## config.mk

```make
export PLATFORM = sky130hd
export DESIGN_NAME = nfca_rx_tobytes_flat
export DESIGN_NICKNAME = d
export VERILOG_FILES = /design/src/rtl/nfca_rx_tobytes_if.sv /design/src/rtl/nfca_rx_tobytes.sv /design/src/flat_wrapper.sv
export SDC_FILE = /design/constraint.sdc
export NUM_CORES = 1
export LEC_CHECK = 0
export CORE_MARGIN = 3
export CORE_UTILIZATION = 41
export DETAILED_ROUTE_END_ITERATION = 12
export PLACE_DENSITY_LB_ADDON = 0.05
export SLEW_MARGIN = 15
export SYNTH_ARGS = -nofsm -noshare
export SYNTH_HDL_FRONTEND = slang
export SYNTH_SLANG_ARGS = --single-unit
```

## constraint.sdc

```tcl
create_clock -name clk -period 6.4 [get_ports clk]
set_input_delay 1.28 -clock clk [delete_from_list [all_inputs] [get_ports clk]]
set_output_delay 1.28 -clock clk [all_outputs]
set_load 0.02 [all_outputs]
```

## src/rtl/nfca_rx_tobytes_if.sv

```systemverilog
// Receive framing bus between the NFC-A bit parser and the byte/frame consumer.
// master drives the parsed bit stream and reads bytes/frames; slave is the framer.
interface nfca_rx_tobytes_if;
  // Parsed bit stream and end-of-communication events
  logic       rx_bit_en;
  logic       rx_bit;
  logic       rx_end;
  logic       rx_end_col;
  logic       rx_end_err;
  // Byte strobe
  logic       rx_byte_en;
  logic [7:0] rx_byte;
  logic [3:0] rx_byte_bits;
  logic       rx_byte_perr;
  // Frame summary strobe
  logic       rx_frame_end;
  logic [7:0] rx_frame_bytes;
  logic [2:0] rx_frame_bits;
  logic       rx_frame_col;
  logic       rx_frame_perr;
  logic       rx_frame_err;

  modport master (
    output rx_bit_en, rx_bit, rx_end, rx_end_col, rx_end_err,
    input  rx_byte_en, rx_byte, rx_byte_bits, rx_byte_perr,
    input  rx_frame_end, rx_frame_bytes, rx_frame_bits, rx_frame_col, rx_frame_perr,
    input  rx_frame_err
  );

  modport slave (
    input  rx_bit_en, rx_bit, rx_end, rx_end_col, rx_end_err,
    output rx_byte_en, rx_byte, rx_byte_bits, rx_byte_perr,
    output rx_frame_end, rx_frame_bytes, rx_frame_bits, rx_frame_col, rx_frame_perr,
    output rx_frame_err
  );
endinterface

```

## src/rtl/nfca_rx_tobytes.sv

```systemverilog
// NFC-A receive framer: groups parsed PICC bits LSB-first into bytes, checks odd
// parity after each full byte, reports a partial trailing byte and closes every
// frame with a one-cycle summary pulse.
module nfca_rx_tobytes #(
  parameter int unsigned MAX_BYTES = 64
) (
  input logic               clk,
  input logic               rstn,
  nfca_rx_tobytes_if.slave  io_rx
);

  localparam logic [1:0] ST_RECV    = 2'd0;
  localparam logic [1:0] ST_DISCARD = 2'd1;
  localparam logic [1:0] ST_CLOSE   = 2'd2;

  localparam logic [7:0] LP_MAX_BYTES = 8'(MAX_BYTES);

  // Frame state
  logic [1:0] r_state, w_state;
  logic [7:0] r_data,  w_data;
  logic [3:0] r_pos,   w_pos;
  logic [7:0] r_bytes, w_bytes;
  logic       r_perr,  w_perr;
  logic       r_ovf,   w_ovf;
  logic       r_col,   w_col;   // end cause held for the CLOSE cycle
  logic       r_err,   w_err;

  // Registered outputs
  logic       r_byte_en,     w_byte_en;
  logic [7:0] r_byte,        w_byte;
  logic [3:0] r_byte_bits,   w_byte_bits;
  logic       r_byte_perr,   w_byte_perr;
  logic       r_frame_end,   w_frame_end;
  logic [7:0] r_frame_bytes, w_frame_bytes;
  logic [2:0] r_frame_bits,  w_frame_bits;
  logic       r_frame_col,   w_frame_col;
  logic       r_frame_perr,  w_frame_perr;
  logic       r_frame_err,   w_frame_err;

  // Next-state and output decode; a bit in the same cycle as rx_end is handled first
  always_comb begin
    w_state       = r_state;
    w_data        = r_data;
    w_pos         = r_pos;
    w_bytes       = r_bytes;
    w_perr        = r_perr;
    w_ovf         = r_ovf;
    w_col         = r_col;
    w_err         = r_err;
    w_byte_en     = 1'b0;
    w_byte        = 8'd0;
    w_byte_bits   = 4'd0;
    w_byte_perr   = 1'b0;
    w_frame_end   = 1'b0;
    w_frame_bytes = 8'd0;
    w_frame_bits  = 3'd0;
    w_frame_col   = 1'b0;
    w_frame_perr  = 1'b0;
    w_frame_err   = 1'b0;

    case (r_state)
      ST_RECV: begin
        if (io_rx.rx_bit_en) begin
          if (r_pos == 4'd8) begin
            // Parity bit: total ones over data+parity must be odd
            w_byte_en   = 1'b1;
            w_byte      = r_data;
            w_byte_bits = 4'd8;
            w_byte_perr = ~^{io_rx.rx_bit, r_data};
            w_bytes     = r_bytes + 8'd1;
            w_perr      = r_perr | w_byte_perr;
            w_pos       = 4'd0;
            w_data      = 8'd0;
          end else if (r_bytes == LP_MAX_BYTES) begin
            w_ovf   = 1'b1;
            w_state = ST_DISCARD;
          end else begin
            w_data[r_pos[2:0]] = io_rx.rx_bit;
            w_pos              = r_pos + 4'd1;
          end
        end
        if (io_rx.rx_end) begin
          // Tail byte only while still collecting; it is not counted as a full byte
          if (w_state == ST_RECV && w_pos != 4'd0) begin
            w_byte_en   = 1'b1;
            w_byte      = w_data;
            w_byte_bits = w_pos;
            w_byte_perr = 1'b0;
          end
          w_state = ST_CLOSE;
          w_col   = io_rx.rx_end_col;
          w_err   = io_rx.rx_end_err;
        end
      end

      ST_DISCARD: begin
        if (io_rx.rx_end) begin
          w_state = ST_CLOSE;
          w_col   = io_rx.rx_end_col;
          w_err   = io_rx.rx_end_err;
        end
      end

      ST_CLOSE: begin
        w_frame_end   = 1'b1;
        w_frame_bytes = r_bytes;
        w_frame_bits  = (r_pos == 4'd8) ? 3'd0 : r_pos[2:0];
        w_frame_col   = r_col;
        w_frame_perr  = r_perr;
        w_frame_err   = r_err | r_ovf;
        w_state       = ST_RECV;
        w_data        = 8'd0;
        w_pos         = 4'd0;
        w_bytes       = 8'd0;
        w_perr        = 1'b0;
        w_ovf         = 1'b0;
        w_col         = 1'b0;
        w_err         = 1'b0;
      end

      default: w_state = ST_RECV;
    endcase
  end

  // State and output registers, synchronous active-low reset drops any partial frame
  always_ff @(posedge clk) begin
    if (!rstn) begin
      r_state       <= ST_RECV;
      r_data        <= 8'd0;
      r_pos         <= 4'd0;
      r_bytes       <= 8'd0;
      r_perr        <= 1'b0;
      r_ovf         <= 1'b0;
      r_col         <= 1'b0;
      r_err         <= 1'b0;
      r_byte_en     <= 1'b0;
      r_byte        <= 8'd0;
      r_byte_bits   <= 4'd0;
      r_byte_perr   <= 1'b0;
      r_frame_end   <= 1'b0;
      r_frame_bytes <= 8'd0;
      r_frame_bits  <= 3'd0;
      r_frame_col   <= 1'b0;
      r_frame_perr  <= 1'b0;
      r_frame_err   <= 1'b0;
    end else begin
      r_state       <= w_state;
      r_data        <= w_data;
      r_pos         <= w_pos;
      r_bytes       <= w_bytes;
      r_perr        <= w_perr;
      r_ovf         <= w_ovf;
      r_col         <= w_col;
      r_err         <= w_err;
      r_byte_en     <= w_byte_en;
      r_byte        <= w_byte;
      r_byte_bits   <= w_byte_bits;
      r_byte_perr   <= w_byte_perr;
      r_frame_end   <= w_frame_end;
      r_frame_bytes <= w_frame_bytes;
      r_frame_bits  <= w_frame_bits;
      r_frame_col   <= w_frame_col;
      r_frame_perr  <= w_frame_perr;
      r_frame_err   <= w_frame_err;
    end
  end

  assign io_rx.rx_byte_en     = r_byte_en;
  assign io_rx.rx_byte        = r_byte;
  assign io_rx.rx_byte_bits   = r_byte_bits;
  assign io_rx.rx_byte_perr   = r_byte_perr;
  assign io_rx.rx_frame_end   = r_frame_end;
  assign io_rx.rx_frame_bytes = r_frame_bytes;
  assign io_rx.rx_frame_bits  = r_frame_bits;
  assign io_rx.rx_frame_col   = r_frame_col;
  assign io_rx.rx_frame_perr  = r_frame_perr;
  assign io_rx.rx_frame_err   = r_frame_err;

endmodule
```

## src/flat_wrapper.sv

```systemverilog
// flat-port wrapper written by rule: the top's interface ports become plain ports
module nfca_rx_tobytes_flat 
#(
  parameter int unsigned MAX_BYTES = 64
)
  (clk, rstn, io_rx_rx_bit_en, io_rx_rx_bit, io_rx_rx_end, io_rx_rx_end_col, io_rx_rx_end_err, io_rx_rx_byte_en, io_rx_rx_byte, io_rx_rx_byte_bits, io_rx_rx_byte_perr, io_rx_rx_frame_end, io_rx_rx_frame_bytes, io_rx_rx_frame_bits, io_rx_rx_frame_col, io_rx_rx_frame_perr, io_rx_rx_frame_err);
  nfca_rx_tobytes_if io_rx_i ();
  input logic clk;
  input logic rstn;
  input wire logic [$bits(io_rx_i.rx_bit_en)-1:0] io_rx_rx_bit_en;
  input wire logic [$bits(io_rx_i.rx_bit)-1:0] io_rx_rx_bit;
  input wire logic [$bits(io_rx_i.rx_end)-1:0] io_rx_rx_end;
  input wire logic [$bits(io_rx_i.rx_end_col)-1:0] io_rx_rx_end_col;
  input wire logic [$bits(io_rx_i.rx_end_err)-1:0] io_rx_rx_end_err;
  output wire logic [$bits(io_rx_i.rx_byte_en)-1:0] io_rx_rx_byte_en;
  output wire logic [$bits(io_rx_i.rx_byte)-1:0] io_rx_rx_byte;
  output wire logic [$bits(io_rx_i.rx_byte_bits)-1:0] io_rx_rx_byte_bits;
  output wire logic [$bits(io_rx_i.rx_byte_perr)-1:0] io_rx_rx_byte_perr;
  output wire logic [$bits(io_rx_i.rx_frame_end)-1:0] io_rx_rx_frame_end;
  output wire logic [$bits(io_rx_i.rx_frame_bytes)-1:0] io_rx_rx_frame_bytes;
  output wire logic [$bits(io_rx_i.rx_frame_bits)-1:0] io_rx_rx_frame_bits;
  output wire logic [$bits(io_rx_i.rx_frame_col)-1:0] io_rx_rx_frame_col;
  output wire logic [$bits(io_rx_i.rx_frame_perr)-1:0] io_rx_rx_frame_perr;
  output wire logic [$bits(io_rx_i.rx_frame_err)-1:0] io_rx_rx_frame_err;
  assign io_rx_i.rx_bit_en = io_rx_rx_bit_en;
  assign io_rx_i.rx_bit = io_rx_rx_bit;
  assign io_rx_i.rx_end = io_rx_rx_end;
  assign io_rx_i.rx_end_col = io_rx_rx_end_col;
  assign io_rx_i.rx_end_err = io_rx_rx_end_err;
  assign io_rx_rx_byte_en = io_rx_i.rx_byte_en;
  assign io_rx_rx_byte = io_rx_i.rx_byte;
  assign io_rx_rx_byte_bits = io_rx_i.rx_byte_bits;
  assign io_rx_rx_byte_perr = io_rx_i.rx_byte_perr;
  assign io_rx_rx_frame_end = io_rx_i.rx_frame_end;
  assign io_rx_rx_frame_bytes = io_rx_i.rx_frame_bytes;
  assign io_rx_rx_frame_bits = io_rx_i.rx_frame_bits;
  assign io_rx_rx_frame_col = io_rx_i.rx_frame_col;
  assign io_rx_rx_frame_perr = io_rx_i.rx_frame_perr;
  assign io_rx_rx_frame_err = io_rx_i.rx_frame_err;
  nfca_rx_tobytes #(.MAX_BYTES(MAX_BYTES)) u_core (.clk(clk), .rstn(rstn), .io_rx(io_rx_i));
endmodule
```

[After elaboration in Yosys (flattened, before gate mapping)]
Cells that the tools add are included.
Cells by class
  mux-type cells: 50
  equality and inequality tests: 10
  bitwise operators: 4
  add/sub/neg operators: 2
  $lt $le $gt $ge: 2
  reductions and logical operators: 15
Operators by type and width (count)
  two-way mux 8 bit: 9
  two-way mux 4 bit: 8
  one-hot mux 8 bit (2 select lines): 2
  two-way mux 1 bit: 17
  two-way mux 2 bit: 6
  XNOR reduction 9 bit: 1
  adder 8 x 1 -> 8 bit, second input constant: 1
  bitwise mux 8 bit: 1
  == test 8 x 7 -> 1 bit, second input constant: 1
  one-hot mux 1 bit (2 select lines): 4
  one-hot mux 4 bit (2 select lines): 1
  inequality test 2 x 1 -> 1 bit, second input constant: 3
  inequality test 2 bit, second input constant: 3
  AND reduction 2 bit: 3
  adder 4 x 1 -> 4 bit, second input constant: 1
  == test 4 bit, second input constant: 1
  logical NOT 2 bit: 2
  less-than comparator 3 x 4 -> 1 bit, second input constant: 1
  one-hot mux 2 bit (2 select lines): 1
  AND reduction 4 bit: 1
  nonzero test 2 bit: 2
  nonzero test 4 bit: 1
  demux 1 bit (select 3 bit): 1
  >= comparator 3 x 1 -> 1 bit, second input constant: 1
  8 further kinds: 11
Storage, ports and cells
  output and inout port bits: 29
  flip-flop bits (word level): 55
  input bits: 7

[Logic depth before layout (Yosys ltp)]
Gate-level depths: netlist of the first run.
  word-level depth: 10
  depth in mapped cells: 9
  mapped depth without buffers: 7

[Least setup slack after synthesis of the first run]
Ideal clock, no wire load.
  path kind: input port to flip-flop
  start point: input port io_rx_rx_bit_en
  end point: register u_core.r_byte_bits[0], in the netlist u_core.io_rx.rx_byte_bits[0]
  stages: 6
  buffers on the path: 1
  required time: 6.297 ns
  arrival: 2.517 ns
  setup slack: 3.779 ns
  cell sequence: buf_6 > nand2_1 > a211oi_4 > mux2i_2 > o31ai_4 > a2111oi_2
Between the ends
  longest elaborated chain between the ends: 6
RTL lines
  from (decl): line flat_wrapper.sv:10  | input wire logic [$bits(io_rx_i.rx_bit_en)-1:0] io_rx_rx_bit_en;
  two-way mux 4 bit / two-way mux 2 bit (equally long branches): line nfca_rx_tobytes.sv:63  | if (io_rx.rx_bit_en) begin
  two-way mux 4 bit / two-way mux 2 bit (equally long branches): line nfca_rx_tobytes.sv:61  | case (r_state)
  nonzero test 4 bit / logical NOT 2 bit (equally long branches): line nfca_rx_tobytes.sv:84  | if (w_state == ST_RECV && w_pos != 4'd0) begin
  logical AND 1 bit: line nfca_rx_tobytes.sv:84
  two-way mux 4 bit: line nfca_rx_tobytes.sv:84
  two-way mux 4 bit *: line nfca_rx_tobytes.sv:82  | if (io_rx.rx_end) begin
  to (signal assigned): line nfca_rx_tobytes.sv:157  | r_byte_bits <= w_byte_bits;
  to (decl): line nfca_rx_tobytes.sv:31  | logic [3:0] r_byte_bits, w_byte_bits;
Every way passes the cells marked *; elsewhere a longest branch is shown, timed or not. The select of a mux whose other input is x is not followed.
A chain may end at the register's enable or synchronous reset.

[Final worst setup path of the first run]
  start point: input port io_rx_rx_bit_en
  end point: register u_core.r_byte[1], in the netlist u_core.io_rx.rx_byte[1]
Between the ends
  longest elaborated chain between the ends: 6
RTL lines
  two-way mux 4 bit / two-way mux 2 bit (equally long branches): line nfca_rx_tobytes.sv:63
  two-way mux 4 bit / two-way mux 2 bit (equally long branches): line nfca_rx_tobytes.sv:61
  nonzero test 4 bit / logical NOT 2 bit (equally long branches): line nfca_rx_tobytes.sv:84
  logical AND 1 bit: line nfca_rx_tobytes.sv:84
  two-way mux 8 bit: line nfca_rx_tobytes.sv:84
  two-way mux 8 bit *: line nfca_rx_tobytes.sv:82
  to (signal assigned): line nfca_rx_tobytes.sv:156  | r_byte <= w_byte;
  to (decl): line nfca_rx_tobytes.sv:30  | logic [7:0] r_byte, w_byte;
Marked as above.

==> flow_summary.json, run 1 <==
{
  "yosysMostFrequentCell": "dfxtp_1",
  "dp_cells": 352,
  "crit_end": "u_core.io_rx.rx_byte[1]",
  "drt_iter0_markers": 119,
  "drc": 0,
  "cp.required_ns": 6.59,
  "grt_usage_pct": 16.8,
  "yosysTopAreaCellShare_pct": 45.6,
  "cts_buffers": 5,
  "switching_share_pct": 25.5,
  "rsz0062_at_grt": "no",
  "maxCapViolCount": 0,
  "use_met2_pct": 23.2,
  "core-area_um2": 5610,
  "clock_sinks": 55,
  "fin_setup_tns_ns": 0,
  "path_cells": "clkdlybuf4s50_1, and4b_1, nor2_1, mux2_4, o31ai_4, o21ai_1",
  "port_buffers": 35,
  "finalSetupViolations": 0,
  "ctsHoldBuffers": 0,
  "drive_above_1_share_pct": 10.1,
  "boundaryPins": 36,
  "slowest_delay_ns": 0.63,
  "dieHeight_um": 82.7,
  "die_width_um": 82.7,
  "gp_congestion": 0.880,
  "p_int_mw": 0.445,
  "htreeDepth": 2,
  "cts_resized": 0,
  "slowest_stage": "clkdlybuf4s50_1",
  "seq_power_share_pct": 58.7,
  "reg2reg_to": "u_core.io_rx.rx_byte[1]",
  "fin_cells": 360,
  "grt_pass1_vias": 1723,
  "relSlewSlack_pct": 53.6,
  "antenna_left": 0,
  "grt-ovfl-total": 0,
  "grt_max_degree": 20,
  "r2r-start": "u_core.r_pos[1]",
  "wl_per_cell_um": 14.5,
  "ff2ff_setup_slack_ns": 4.04,
  "synth-edff-count": 0,
  "cts_tree": "done",
  "tightest_slew_ns": 0.693,
  "avgSynthCellArea_um2": 9.43,
  "yosysWarnings": 0,
  "postSynthNetCount": 267,
  "hpwl_um": 3810,
  "syn_area_um2": 2410,
  "dr.pass1.iters": 4,
  "yosys-top-cells-count": "dfxtp_1 (55), nand2_1 (38), and2_1 (16), nor2_1 (15), a21oi_1 (12)",
  "fmaxAchievable_mhz": 317,
  "combPwrFrac_pct": 7.7,
  "ys_ff_latch": 55,
  "n_antenna_cell": 0,
  "synth_top_cell_by_area": "dfxtp_1",
  "skew_ns": 0.0114,
  "clk_latency_ns": 0.31,
  "fin_crit_sh_pct": 49.4,
  "peakVddDrop_mv": 0.116,
  "worstSetupEndpointType": "flop",
  "drv_slew": 0,
  "antenna_found_initial": 0,
  "min_period_ns": 3.16,
  "synth_flop_cell": "dfxtp_1",
  "synthCells": 256,
  "num_vias": 1864,
  "finalHoldViolCount": 0,
  "hp-class": "reg2reg",
  "cts_root_buf": "clkbuf_8",
  "crit_start": "io_rx_rx_bit_en",
  "p_leak_nw": 1.10,
  "status": "finished clean",
  "use_met1_pct": 25.9,
  "ys_types": 60,
  "cts_setup_buffers": 0,
  "grt_busiest_layer": "met1",
  "routed_wl_um": 5200,
  "num_rows": 27,
  "p_sw_mw": 0.152,
  "arrival_ns": 3.34,
  "critical_path.max_fanout": 8,
  "cts_buffer_depth": 2,
  "grt_use_met3_pct": 3.58,
  "startpoint_type": "input port",
  "yosysSeqAreaShare_pct": 45.6,
  "routed_via_density": 5.18,
  "clock_power_share_pct": 33.6,
  "critPathKind": "in2reg",
  "synthArstFlopShare_pct": 0,
  "die_area_um2": 6850,
  "path_clk_slew_ns": 0.10,
  "areaGrowthSynthToFinish_pct": 19.5,
  "fin_nets": 298,
  "power_density_nw_per_um2": 207,
  "hold_depth": 1,
  "synthTopCellsByArea": "dfxtp_1 (46%), nand2_1 (5.9%), and2_1 (4.1%), a21oi_1 (2.5%), nor2_1 (2.3%)",
  "grt_pass1_wl_um": 8820,
  "rr_worst_depth": 7,
  "design_area_um2": 2890,
  "start_util_pct": 43.1,
  "dpl_cell_area_um2": 2790
}
-- flip-flops by register name (all words and copies together) (netlist names), 2 cells and up --
| register | cells |
|---|---|
| u_core.io_rx.rx_byte_bits | 4 |
| u_core.r_state | 2 |
| u_core.io_rx.rx_frame_bytes | 8 |
| u_core.io_rx.rx_frame_bits | 3 |
| u_core.io_rx.rx_byte | 8 |
| u_core.r_bytes | 8 |
| u_core.r_data | 8 |
| u_core.r_pos | 4 |
-- power by group through the flow --
stage	combinational (mW)	sequential, mW	clock (mW)
4_1_cts	0.0456	0.351	0.207
2_1_floorplan	0.0322	0.358	0
3_3_place_gp	0.0453	0.359	0
3_5_place_dp	0.0452	0.359	0
5_1_grt	0.0501	0.352	0.219
6_report	0.0458	0.351	0.201
-- per-layer routing --
| layer | up-vias | wire length, µm |
|---|---|---|
| li1 | 964 | - |
| met1 | 842 | 2880 |
| met2 | 53 | 2010 |
| met3 | 5 | 255 |
| met4 | 0 | 53 |
| met5 | - | 0 |
-- layout make-up --
class	instances	area, µm²
flip-flops and latches	55	1100
clock inverters	3	26.3
well taps	72	90.1
repair buffers	35	350
multi-input cells	181	1220
clock buffers	5	68.8
inverters	9	33.8
fillers	557	2720
-- cell usage in the layout (no fill, tap or decap), drive strengths merged, types with 2 or more instances in the layout --
cell type	Yosys	layout
a21o	3	3
a21oi	14	14
a22oi	3	3
a31oi	4	4
and2	17	17
and3	5	5
and4	2	2
clkbuf	6	5
clkdlybuf4s50	0	35
dfxtp	55	55
ha	4	4
inv	9	11
mux2i	2	2
nand2	38	38
nand4	3	3
nor2	16	16
nor2b	4	4
nor3	5	5
o211ai	2	2
o21ai	13	13
o22ai	4	4
o311a	4	4
o31ai	3	3
or3	3	3
or3b	2	2
xnor2	5	5
xor2	4	4
-- cells by family after synthesis --
group / after synthesis / share of synthesized area (%)
and+or+nand+nor: 104 / 24.2
AOI/OAI and AO/OA: 60 / 18.3
DFF: 55 / 45.6
buffers and inverters: 20 / 4.04
xor gates and xnor gates: 10 / 4.20
adders and majority gates: 4 / 2.07
muxes: 3 / 1.61
-- per-stage QoR --
stage | total power [mW] | setup WS (ns) | hold slack (ns) | util (%)
2_1_floorplan | 0.390 | 3.78 | 0.428 | -
3_3_place_gp | 0.404 | 3.00 | 0.451 | 49.8
5_1_grt | 0.621 | 3.04 | 0.508 | 51.5
6_report | 0.598 | 3.24 | 0.469 | 51.5
4_1_cts | 0.604 | 3.25 | 0.477 | 51.5
3_5_place_dp | 0.404 | 2.94 | 0.447 | 49.8
-- critical path: cells and delay by family --
family | cells | cell delay (ns)
multiplexers | 1 | 0.30
AND/OR/NAND/NOR | 2 | 0.58
AO/OA/AOI/OAI | 2 | 0.56
buffers and inverters | 1 | 0.63
-- worst min path at each step --
| stage | slack [ns] | startpoint | end |
|---|---|---|---|
| 3_3_place_gp | 0.45 | u_core.r_col | u_core.io_rx.rx_frame_col |
| 5_1_grt | 0.51 | u_core.r_col | u_core.io_rx.rx_frame_col |
| 6_report | 0.47 | u_core.r_ovf | u_core.io_rx.rx_frame_err |
| 3_5_place_dp | 0.45 | u_core.r_col | u_core.io_rx.rx_frame_col |
| 2_1_floorplan | 0.43 | u_core.r_ovf | u_core.io_rx.rx_frame_err |
| 4_1_cts | 0.48 | u_core.r_col | u_core.io_rx.rx_frame_col |
Note: power is estimated with default switching activity, not from simulation.
==> run 2: changes to the inputs <==
==> constraint.sdc (replaced) <==
create_clock -name clk -period 2.5 [get_ports clk]
set_input_delay 0.5 -clock clk [delete_from_list [all_inputs] [get_ports clk]]
set_output_delay 0.5 -clock clk [all_outputs]
set_load 0.02 [all_outputs]
==> run 2 against run 1 <==
  * Flip-flop and latch count unchanged
  * First-iteration DRC count shrank 24%
  * Sequential power grew to 2.5 times the previous value
  * Clock skew decreased by 0.0032 ns
==> flow_summary.json, run 2 (synthesis gave the netlist of run 1 again) <==
{
  "status": "finished clean",
  "maxCapViolCount": 0,
  "num_rows": 27,
  "n_antenna_cell": 0,
  "hp-class": "reg2reg",
  "dr.pass1.iters": 4,
  "cts_tree": "done",
  "cts_setup_buffers": 0,
  "antenna_left": 0,
  "areaGrowthSynthToFinish_pct": 24.8,
  "start_util_pct": 43.1,
  "rr_worst_depth": 7,
  "min_period_ns": 2.27,
  "fmaxAchievable_mhz": 441,
  "setup_ws_ns": 0.231,
  "die_area_um2": 6850,
  "fin_crit_sh_pct": 90.8,
  "fin_setup_tns_ns": 0,
  "fill_cells": 541,
  "fin_nets": 315,
  "antenna_found_initial": 0,
  "hold-worst-slack_ns": 0.463,
  "dieHeight_um": 82.7,
  "critical_path.max_fanout": 7,
  "tightest_slew_ns": 0.517,
  "rsz0062_at_grt": "no",
  "core-area_um2": 5610,
  "cts_buffer_depth": 2,
  "clk_latency_ns": 0.31,
  "hpwl_um": 4000,
  "arrival_ns": 2.45,
  "boundaryPins": 36,
  "grt_pass1_vias": 1831,
  "final_common_cell": "dfxtp_1",
  "critPathKind": "reg2reg",
  "num_vias": 1933,
  "drv_slew": 0,
  "final_cell_mix": "dfxtp_1 (55), nand2_1 (38), clkdlybuf4s50_1 (35)",
  "routed_wl_um": 5360,
  "clock_sinks": 55,
  "drt_iter0_markers": 91,
  "startpoint_type": "flop",
  "die_width_um": 82.7,
  "cts_root_buf": "clkbuf_8",
  "ctsHoldBuffers": 0,
  "drive_above_1_share_pct": 15.1,
  "path_clk_slew_ns": 0.10,
  "cp.required_ns": 2.69,
  "wl_per_cell_um": 14.2,
  "gp_congestion": 0.860,
  "pre_cts_ws_ns": 0.0506,
  "cts_buffers": 5,
  "grt_pass1_wl_um": 8940,
  "hold_depth": 1,
  "grt_usage_pct": 16.9,
  "finalHoldViolCount": 0,
  "skew_ns": 0.00821,
  "peakVddDrop_mv": 0.245,
  "port_buffers": 35,
  "power_density_nw_per_um2": 506,
  "worstSetupEndpointType": "flop",
  "p_leak_nw": 1.18,
  "htreeDepth": 2,
  "cts_resized": 0,
  "relSlewSlack_pct": 65.6,
  "routed_via_density": 5.13,
  "grt-ovfl-total": 0,
  "grt_max_degree": 19,
  "finalSetupViolations": 0,
  "drc": 0
}
==> run 2: path summary, 6_finish.rpt <==
kind                                        start                         to  slack [ns]
worst min register to register       u_core.r_ovf  u_core.io_rx.rx_frame_err        0.46
worst max-delay path            u_core.r_bytes[0]    u_core.io_rx.rx_byte[1]        0.23
worst max register to register  u_core.r_bytes[0]    u_core.io_rx.rx_byte[1]        0.23
worst min-delay path                 u_core.r_ovf  u_core.io_rx.rx_frame_err        0.46
==> run 2: power by group <==
part / total, mW / switching, mW / internal [mW] / leakage [nW]
combinational: 0.136 / 0.0781 / 0.0575 / 0.686
sequential: 0.894 / 0.00752 / 0.886 / 0.444
clock: 0.496 / 0.295 / 0.201 / 0.0443
==> run 2: stage by stage <==
stage	cells	power (mW)	util, %	area (µm²)
floorplan	256	0.999	-	2410
global placement	369	1.05	52.1	2920
detailed placement	369	1.05	52.1	2920
CTS	377	1.54	53.7	3010
global route	377	1.58	53.7	3010
finish	377	1.53	53.7	3010
==> run 2: final cells by class <==
class / count / area (µm²) / area share, %
clock buffers: 5 / 68.8 / 2.28
well taps: 72 / 90.1 / 2.99
multi-input cells: 181 / 1220 / 40.4
repair buffers: 52 / 478 / 15.9
flip-flops and latches: 55 / 1100 / 36.5
inverters: 9 / 33.8 / 1.12
clock inverters: 3 / 25.0 / 0.831
==> run 2: per-layer routing <==
layer  vias to the layer above  wire, µm  global-route usage [%]
met4                         0        52                    3.92
met2                        40      2180                    25.2
met1                       887      2920                    25.1
met5                         -         0                       0
li1                       1000         -                       -
met3                         6       211                    3.25
==> run 2: worst max-delay path: stages (launching register included) <==
cell	delay, ns
dfxtp_1	0.45
inv_1	0.09
ha_1	0.22
and4bb_4	0.25
a21oi_1	0.22
mux2_4	0.35
o31ai_4	0.43
o21ai_1	0.14
==> run 3: changes to the inputs <==
--- a/config.mk
+++ b/config.mk
@@ -7,6 +7,7 @@
 export LEC_CHECK = 0
 export CORE_MARGIN = 3
 export CORE_UTILIZATION = 41
+export CTS_BUF_LIST = sky130_fd_sc_hd__clkbuf_4
 export DETAILED_ROUTE_END_ITERATION = 12
 export PLACE_DENSITY_LB_ADDON = 0.05
 export SLEW_MARGIN = 15
==> run 3 against run 2 <==
  * Sequential power about the same
  * Flip-flop and latch count unchanged
  * Critical path depth unchanged
  * Count of clock-buffer cells in the layout unchanged
  * Wire length decreased by 0.21%
  * Die area unchanged
  * Clock skew increased by 0.0055 ns
  * Largest cell class unchanged
  * Highest routed layer unchanged
==> flow_summary.json, run 3 (synthesis gave the netlist of run 1 again) <==
{
  "n_antenna_cell": 0,
  "dieHeight_um": 82.7,
  "hpwl_um": 4000,
  "rr_worst_depth": 7,
  "grt_usage_pct": 17.0,
  "drive_above_1_share_pct": 15.1,
  "num_rows": 27,
  "grt_use_met3_pct": 3.58,
  "p_sw_mw": 0.370,
  "cts_buffers": 5,
  "antenna_found_initial": 0,
  "fmaxAchievable_mhz": 439,
  "antenna_left": 0,
  "min_period_ns": 2.28,
  "grt-ovfl-total": 0,
  "cts_root_buf": "clkbuf_4",
  "cts_resized": 0,
  "finalHoldViolCount": 0,
  "worstSetupEndpointType": "flop",
  "path_clk_slew_ns": 0.15,
  "drt_iter0_markers": 79,
  "combPwrFrac_pct": 9.5,
  "clock_power_share_pct": 27.9,
  "ff2ff_setup_slack_ns": 0.22,
  "p_leak_nw": 1.16,
  "dr.pass1.iters": 4,
  "grt_pass1_wl_um": 8940,
  "grt_max_degree": 19,
  "slowest_stage": "dfxtp_1",
  "num_vias": 1919,
  "finalSetupViolations": 0,
  "critical_path.max_fanout": 7,
  "power_mw": 1.43,
  "drv_slew": 0,
  "peakVddDrop_mv": 0.222,
  "cp_top_family": "compound AO/OA/AOI/OAI gates",
  "hold_path_end": "u_core.io_rx.rx_frame_err",
  "grt_busiest_layer": "met2",
  "status": "finished clean",
  "seq_power_share_pct": 62.6,
  "ctsHoldBuffers": 0,
  "startpoint_type": "flop",
  "clock_sinks": 55,
  "cp.required_ns": 2.76,
  "min_from": "u_core.r_ovf",
  "rsz0062_at_grt": "no",
  "htreeDepth": 2,
  "port_buffers": 35,
  "hp-class": "reg2reg",
  "path_cells": "inv_1, ha_1, and4bb_4, a21oi_1, mux2_4, o31ai_4, o21ai_1",
  "boundaryPins": 36,
  "skew_ns": 0.0137,
  "tightest_slew_ns": 0.510,
  "die_area_um2": 6850,
  "relSlewSlack_pct": 66.0,
  "r2r-start": "u_core.r_bytes[0]",
  "die_width_um": 82.7,
  "areaGrowthSynthToFinish_pct": 23.5,
  "critPathKind": "reg2reg",
  "reg2reg_to": "u_core.io_rx.rx_byte[1]",
  "routed_wl_um": 5350,
  "clk_latency_ns": 0.38,
  "use_met2_pct": 25.2,
  "core-area_um2": 5610,
  "final_common_cell": "dfxtp_1",
  "grt_pass1_vias": 1824,
  "p_int_mw": 1.06,
  "routed_via_density": 5.09,
  "cts_buffer_depth": 2,
  "use_met1_pct": 25.0,
  "start_util_pct": 43.1,
  "maxCapViolCount": 0,
  "switching_share_pct": 25.9,
  "hold_depth": 1,
  "drc": 0,
  "fin_setup_tns_ns": 0,
  "final_cell_mix": "dfxtp_1 (55), nand2_1 (38), clkdlybuf4s50_1 (35)",
  "path_buf_inv": 1,
  "wl_per_cell_um": 14.2,
  "cts_setup_buffers": 0,
  "gp_congestion": 0.860,
  "power_density_nw_per_um2": 479,
  "arrival_ns": 2.54,
  "fin_nets": 315,
  "cts_tree": "done",
  "fin_crit_sh_pct": 91.0,
  "slowest_delay_ns": 0.47
}
[run 3: cell counts in the layout (fill, tap and decap cells not counted)]
No cell type changed its count.
[run 3: layer usage]
| layer | part of all wire [%] | vias to the layer above |
|---|---|---|
| met5 | 0 | - |
| met4 | 0.97 | 0 |
| met3 | 3.4 | 6 |
| met2 | 41 | 36 |
| met1 | 55 | 876 |
| li1 | - | 1001 |
[run 3: through the flow]
step | cell area, µm² | hold WS [ns] | worst slack (ns) | instances | util, %
final | 2980 | 0.474 | 0.224 | 377 | 53.2
after global routing | 2980 | 0.510 | 0.0612 | 377 | 53.2
after CTS | 2980 | 0.485 | 0.232 | 377 | 53.2
after detailed placement | 2920 | 0.449 | 0.0506 | 369 | 52.1
after global placement | 2920 | 0.443 | 0.117 | 369 | 52.1
after floorplan | 2410 | 0.428 | 0.473 | 256 | -
[run 3: cell type report]
cell class | count | area (µm²)
fillers | 547 | 2630
multi-input cells | 181 | 1220
flip-flops and latches | 55 | 1100
repair buffers | 52 | 478
well taps | 72 | 90.1
clock buffers | 5 | 37.5
inverters | 9 | 33.8
clock inverters | 3 | 25.0
[run 3: how the worst max path moves through the flow]
stage | slack (ns) | cells after the start | end | from
finish | 0.22 | 7 | u_core.io_rx.rx_byte[1] | u_core.r_bytes[0]
global route | 0.06 | 7 | u_core.io_rx.rx_byte_bits[0] | u_core.r_bytes[0]
CTS | 0.23 | 7 | u_core.io_rx.rx_byte_bits[0] | u_core.r_bytes[0]
detailed placement | 0.05 | 6 | u_core.io_rx.rx_byte_bits[0] | io_rx_rx_bit_en
global placement | 0.12 | 7 | u_core.r_bytes[7] | io_rx_rx_bit_en
floorplan | 0.47 | 7 | u_core.io_rx.rx_byte_bits[0] | u_core.r_bytes[0]
[run 3: worst register-to-register path: cells and delay by family (launching register included)]
| kind | cells | cell delay (ns) |
|---|---|---|
| DFF | 1 | 0.47 |
| buffers and inverters | 1 | 0.09 |
| muxes | 1 | 0.35 |
| AOI/OAI and AO/OA | 3 | 0.79 |
| adders and majority gates | 1 | 0.22 |
| and+or+nand+nor | 1 | 0.25 |
[run 3: power groups by stage]
stage               clock, mW  combinational (mW)  sequential [mW]
finish                  0.398               0.136            0.895
CTS                     0.412               0.135            0.895
global placement            0               0.135            0.914
floorplan                   0              0.0824            0.917
detailed placement          0               0.135            0.914
global route            0.435               0.148            0.897
